`src/rtl/memory_writeback_if.sv`:
```
// rtl/memory_writeback_if.sv - M-stage inputs and W-stage outputs of the memory/writeback stage
interface memory_writeback_if;
  logic        regwriteM;
  logic [1:0]  resultsrcM;
  logic        memwriteM;
  logic [31:0] aluresultM;
  logic [31:0] writedataM;
  logic [4:0]  RdM;
  logic [31:0] pcplus4M;
  logic [31:0] readdataM;
  logic        regwriteW;
  logic [4:0]  RdW;
  logic [1:0]  resultsrcW;
  logic        memerrW;
  logic [31:0] resultW;

  modport master (
    output regwriteM, resultsrcM, memwriteM, aluresultM, writedataM, RdM, pcplus4M,
    input  readdataM, regwriteW, RdW, resultsrcW, memerrW, resultW
  );

  modport slave (
    input  regwriteM, resultsrcM, memwriteM, aluresultM, writedataM, RdM, pcplus4M,
    output readdataM, regwriteW, RdW, resultsrcW, memerrW, resultW
  );
endinterface

```
`src/rtl/memory_writeback.sv`:
```
// rtl/memory_writeback.sv - word-addressed data memory, M/W pipeline register and writeback mux
module memory_writeback #(
  parameter int DEPTH  = 64,
  parameter int ADDR_W = 6
) (
  input  logic              clk,
  input  logic              rst,
  memory_writeback_if.slave bus
);

  logic [31:0]       r_mem [DEPTH];

  logic [29:0]       w_idx;
  logic              w_in_range;
  logic [ADDR_W-1:0] w_addr;
  logic [31:0]       w_readdata;
  logic              w_memerr_next;
  logic [1:0]        w_unused;

  logic              r_regwriteW;
  logic [4:0]        r_RdW;
  logic [1:0]        r_resultsrcW;
  logic              r_memerrW;
  logic [31:0]       r_aluresultW;
  logic [31:0]       r_readdataW;
  logic [31:0]       r_pcplus4W;
  logic [31:0]       w_resultW;

  // Full 30-bit compare so addresses beyond the array never alias onto low words.
  assign w_idx      = bus.aluresultM[31:2];
  assign w_unused   = bus.aluresultM[1:0];
  assign w_in_range = (w_idx < 30'(DEPTH));
  assign w_addr     = w_idx[ADDR_W-1:0];

  assign w_readdata = w_in_range ? r_mem[w_addr] : 32'h0;

  assign w_memerr_next = (bus.memwriteM | (bus.resultsrcM == 2'b01)) & ~w_in_range;

  // Memory has no reset; rst only gates the write strobe.
  always_ff @(posedge clk) begin
    if (!rst && bus.memwriteM && w_in_range) begin
      r_mem[w_addr] <= bus.writedataM;
    end
  end

  always_ff @(posedge clk or posedge rst) begin
    if (rst) begin
      r_regwriteW  <= 1'b0;
      r_RdW        <= 5'd0;
      r_resultsrcW <= 2'b00;
      r_memerrW    <= 1'b0;
      r_aluresultW <= 32'h0;
      r_readdataW  <= 32'h0;
      r_pcplus4W   <= 32'h0;
    end else begin
      r_regwriteW  <= bus.regwriteM;
      r_RdW        <= bus.RdM;
      r_resultsrcW <= bus.resultsrcM;
      r_memerrW    <= w_memerr_next;
      r_aluresultW <= bus.aluresultM;
      r_readdataW  <= w_readdata;
      r_pcplus4W   <= bus.pcplus4M;
    end
  end

  always_comb begin
    w_resultW = 32'h0;
    case (r_resultsrcW)
      2'b00:   w_resultW = r_aluresultW;
      2'b01:   w_resultW = r_readdataW;
      2'b10:   w_resultW = r_pcplus4W;
      default: w_resultW = 32'h0;
    endcase
  end

  assign bus.readdataM  = w_readdata;
  assign bus.regwriteW  = r_regwriteW;
  assign bus.RdW        = r_RdW;
  assign bus.resultsrcW = r_resultsrcW;
  assign bus.memerrW    = r_memerrW;
  assign bus.resultW    = w_resultW;

endmodule

```
`src/flat_wrapper.sv`:
```
// flat-port wrapper written by rule: the top's interface ports become plain ports
module memory_writeback_flat 
#(
  parameter int DEPTH  = 64,
  parameter int ADDR_W = 6
)
  (clk, rst, bus_regwriteM, bus_resultsrcM, bus_memwriteM, bus_aluresultM, bus_writedataM, bus_RdM, bus_pcplus4M, bus_readdataM, bus_regwriteW, bus_RdW, bus_resultsrcW, bus_memerrW, bus_resultW);
  memory_writeback_if bus_i ();
  input  logic clk;
  input  logic rst;
  input wire logic [$bits(bus_i.regwriteM)-1:0] bus_regwriteM;
  input wire logic [$bits(bus_i.resultsrcM)-1:0] bus_resultsrcM;
  input wire logic [$bits(bus_i.memwriteM)-1:0] bus_memwriteM;
  input wire logic [$bits(bus_i.aluresultM)-1:0] bus_aluresultM;
  input wire logic [$bits(bus_i.writedataM)-1:0] bus_writedataM;
  input wire logic [$bits(bus_i.RdM)-1:0] bus_RdM;
  input wire logic [$bits(bus_i.pcplus4M)-1:0] bus_pcplus4M;
  output wire logic [$bits(bus_i.readdataM)-1:0] bus_readdataM;
  output wire logic [$bits(bus_i.regwriteW)-1:0] bus_regwriteW;
  output wire logic [$bits(bus_i.RdW)-1:0] bus_RdW;
  output wire logic [$bits(bus_i.resultsrcW)-1:0] bus_resultsrcW;
  output wire logic [$bits(bus_i.memerrW)-1:0] bus_memerrW;
  output wire logic [$bits(bus_i.resultW)-1:0] bus_resultW;
  assign bus_i.regwriteM = bus_regwriteM;
  assign bus_i.resultsrcM = bus_resultsrcM;
  assign bus_i.memwriteM = bus_memwriteM;
  assign bus_i.aluresultM = bus_aluresultM;
  assign bus_i.writedataM = bus_writedataM;
  assign bus_i.RdM = bus_RdM;
  assign bus_i.pcplus4M = bus_pcplus4M;
  assign bus_readdataM = bus_i.readdataM;
  assign bus_regwriteW = bus_i.regwriteW;
  assign bus_RdW = bus_i.RdW;
  assign bus_resultsrcW = bus_i.resultsrcW;
  assign bus_memerrW = bus_i.memerrW;
  assign bus_resultW = bus_i.resultW;
  memory_writeback #(.DEPTH(DEPTH), .ADDR_W(ADDR_W)) u_core (.clk(clk), .rst(rst), .bus(bus_i));
endmodule
```
`config.mk`:
```
export PLATFORM = sky130hd
export DESIGN_NAME = memory_writeback_flat
export DESIGN_NICKNAME = d
export VERILOG_FILES = /design/src/rtl/memory_writeback_if.sv /design/src/rtl/memory_writeback.sv /design/src/flat_wrapper.sv
export SDC_FILE = /design/constraint.sdc
export NUM_CORES = 2
export LEC_CHECK = 0
export CAP_MARGIN = 20
export CORE_MARGIN = 1
export CORE_UTILIZATION = 35
export DETAILED_ROUTE_END_ITERATION = 6
export PLACE_DENSITY = 0.52
export RECOVER_POWER = 25
export SETUP_SLACK_MARGIN = 0.05
export SLEW_MARGIN = 20
export SYNTH_ARGS = -nofsm -noshare
export SYNTH_HDL_FRONTEND = slang
export SYNTH_SLANG_ARGS = --single-unit
```
`constraint.sdc`:
```
create_clock -name clk -period 3.9 [get_ports clk]
set_input_delay 0.78 -clock clk [delete_from_list [all_inputs] [get_ports clk]]
set_output_delay 0.78 -clock clk [all_outputs]
set_load 0.02 [all_outputs]
```
==> results.json <==
{
  "seqCellArea_um2": 64100,
  "gr-total-overflow": 0,
  "dr.pass1.iters": 6,
  "coreArea_um2": 233000,
  "fin_skew_ns": 0.0369,
  "hold_viol_final": 0,
  "synthDistinctLibCells": 76,
  "ys_seq_elements": 2153,
  "finalSetupViolations": 22,
  "viasPerCell": 5.70,
  "ant_nets": 0,
  "tightest_slew_ns": 3.05,
  "ys_warn_count": 0,
  "crit_type": "in2out",
  "setup_ws_ns": -0.175,
  "hold_class": "in2reg",
  "clkSlewWorstSetupHoldPaths_ns": 0.06,
  "die_x_um": 486,
  "max_slew_margin_pct": -103,
  "port_buffers": 179,
  "grt_max_degree": 65,
  "cts_tree": "done",
  "crit_arrival_ns": 3.29,
  "leakagePower_nw": 35.9,
  "routedWlPerCell_um": 33.7,
  "clock-root-buffer": "clkbuf_16",
  "final_max_slew_viol_count": 999,
  "timing.hold.ws_ns": 0.106,
  "rsz0062_at_grt": "yes",
  "p_per_area_nw_per_um2": 467,
  "critPathRequiredTime_ns": 3.12,
  "fmax_mhz": 245,
  "yosys-top-cells-area": "edfxtp_1 75%, mux4_2 4.8%, dfrtp_1 3.2%, mux2_2 2.7%, o22ai_1 2.5%",
  "maxCapViolations": 26,
  "status": "complete, but fails checks",
  "gp_congestion": 0.938,
  "multiInputGateArea_um2": 18400,
  "end_kind": "output port",
  "wl_mm": 298,
  "cts.sinks": 2153,
  "cp_max_fo": 20,
  "fill_cells": 19923,
  "cts_buffers": 215,
  "cts.path.max_buffers": 3,
  "die_h_um": 486,
  "ctsHtreeMaxLevel": 4,
  "startpoint_type": "primary input",
  "post-route-min-period_ns": 4.07,
  "start_util_pct": 35.2,
  "grt_use_total_pct": 24.7,
  "hold_path_depth": 1,
  "clk_latency_ns": 0.88,
  "synth_edf_count": 2048,
  "tns_ns": -1.70,
  "top_level_ports": 180,
  "grt_pass1_wl_mm": 405,
  "synthArstFlopShare_pct": 4.88,
  "nNetsFinal": 5629,
  "grt_antenna_before_repair": 15,
  "yosysTopAreaCellShare_pct": 74.9,
  "dr.first_iter.drc_count": 6435,
  "placed_cell_area_um2": 95800,
  "r2r_cells": 6,
  "drive_above_1_share_pct": 37.2,
  "yosysTopAreaCell": "edfxtp_1",
  "violations": "max-capacitance violations, max-slew violations, negative setup slack",
  "drcViolationCount": 0,
  "syn-cell-area_um2": 82100,
  "syn_inst": 4316,
  "die-area_um2": 237000,
  "layout_worst_path_cycle_share_pct": 104,
  "postLayoutCellArea_um2": 107000,
  "via_count": 50407,
  "synth.avg_cell_area_um2": 19.0,
  "synth_ff_type": "edfxtp_1",
  "rows": 177,
  "syn_nets": 4423,
  "yosysSeqAreaShare_pct": 78.1,
  "hpwl_mm": 193,
  "grt_pass1_vias": 49007,
  "synthToLayoutAreaGrowth_pct": 30.8,
  "peakVddDrop_uv": 388
}
-- report_power, final --
part	total (mW)	switching, mW	internal [mW]
Sequential	25.4	0.0163	25.4
Combinational	3.85	2.30	1.56
Clock	20.9	9.04	11.9
-- cells in the mapped netlist, types with 4 or more instances --
| cell | count |
|---|---|
| edfxtp_1 | 2048 |
| o22ai_1 | 329 |
| mux2_2 | 195 |
| nor2_1 | 176 |
| mux4_2 | 175 |
| mux2i_1 | 167 |
| o221ai_1 | 142 |
| nand2_1 | 128 |
| o21ai_0 | 114 |
| buf_2 | 106 |
| dfrtp_1 | 105 |
| a21oi_1 | 79 |
| clkbuf_1 | 68 |
| a221oi_1 | 54 |
| buf_4 | 47 |
| buf_6 | 43 |
| nor4_1 | 35 |
| a22oi_1 | 34 |
| a2bb2oi_1 | 34 |
| nand3_1 | 24 |
| nor3_1 | 22 |
| a22o_1 | 12 |
| buf_12 | 10 |
| o22a_1 | 10 |
| a211oi_1 | 9 |
| nor2b_1 | 9 |
| o31ai_1 | 9 |
| or3_1 | 9 |
| and3_1 | 7 |
| buf_1 | 7 |
| buf_8 | 7 |
| inv_1 | 7 |
| nand2b_1 | 7 |
| a222oi_1 | 6 |
| a32oi_1 | 6 |
| nand2_2 | 5 |
| a221o_1 | 4 |
| a31oi_1 | 4 |
| nand4_1 | 4 |
| o211ai_1 | 4 |
| o21ai_1 | 4 |
-- final cells by class --
class	instances	area share [%]
antenna	5	0.0116
clock buffer	270	5.24
clock inverter	133	1.30
inverter	9	0.0559
multi-input combinational	1866	17.1
sequential	2153	59.7
tap	3132	3.65
timing repair buffer	1277	12.9
-- cell usage in the layout (no fill, tap or decap), types with 18 or more instances in the layout --
cell type,instances
buf_16,26
a221oi_2,23
dfrtp_1,104
mux2i_1,162
o221ai_1,125
buf_4,694
dlygate4sd3_1,45
o22ai_1,302
a22oi_1,18
edfxtp_1,2048
nor2_4,67
nor2_1,105
a221oi_1,28
mux4_2,176
nor4_4,22
a21oi_1,63
clkbuf_16,219
clkinv_2,38
o21ai_1,26
buf_12,230
clkdlybuf4s50_1,42
buf_8,30
buf_6,118
a2bb2oi_1,29
clkinv_1,47
o21ai_0,81
mux2_2,191
clkbuf_1,109
nand2_1,116
bufinv_16,25
-- per-layer routing --
layer  share of wire (%)  GRT usage, %  up-vias  routed length, um
met3                 9.9          5.46      486              29500
met5               0.028             0        -                 83
met1                  41          34.3    26767             122000
li1                    -             -    20381                  -
met2                  46          38.6     2761             137000
met4                 3.1          7.59       12               9360
-- kinds of logic after synthesis --
group / share of synthesized area, %
flip-flops: 78.1
AO/OA/AOI/OAI: 7.42
multiplexers: 9.57
AND/OR/NAND/NOR: 2.48
buffers and inverters: 2.42
-- flip-flops by register name, indices dropped and copies added, names as in the netlist --
register / count
u_core.r_mem: 2048
u_core.r_aluresultW: 32
u_core.r_pcplus4W: 32
u_core.r_readdataW: 32
u_core.bus.RdW: 5
u_core.bus.resultsrcW: 2
u_core.bus.memerrW: 1
u_core.bus.regwriteW: 1
-- worst paths after layout --
check                                startpoint                       to  slack (ns)
setup / recovery              bus_aluresultM[2]         bus_readdataM[9]       -0.17
min in group asynchronous                   rst     u_core.r_pcplus4W[4]        1.27
hold / removal               bus_aluresultM[13]  u_core.r_aluresultW[13]        0.11
max in group asynchronous                   rst   u_core.r_readdataW[18]        0.79
setup reg to reg           u_core.r_mem[27][18]   u_core.r_readdataW[18]        1.62
hold reg to reg            u_core.r_mem[52][14]   u_core.r_readdataW[14]        0.95
-- worst max-delay path, cell delays in order --
cell,delay [ns]
buf_16,0.14
buf_12,0.16
inv_12,0.16
buf_6,0.28
o221ai_1,0.17
o21a_1,0.18
o31ai_1,0.25
buf_4,0.18
nand3_2,0.08
buf_6,0.15
nor4_4,0.40
buf_4,0.19
buf_6,0.11
-- what timing repair did --
action | 4_1_cts | 5_1_grt
endpoints found under the setup margin | 34 | 32
hold buffers | 2 | 0
gates cloned | 18 | 2
pin swaps | 103 | 81
hold endpoints to repair | 2 | 0
setup buffers | 139 | 26
resized for setup | 611 | 161
-- through the flow --
step                util, %  total power [mW]  cells  setup slack (ns)
finish                 46.1              50.2   8845            -0.175
CTS                    45.8              50.2   8818            -0.145
global placement       41.1              29.1   8259             -1.56
global route           46.1              51.3   8843            -0.200
detailed placement     41.1              29.1   8259             -1.58
floorplan                 -              27.1   4316            -0.194
No activity file was read; power rests on OpenSTA's default activity.
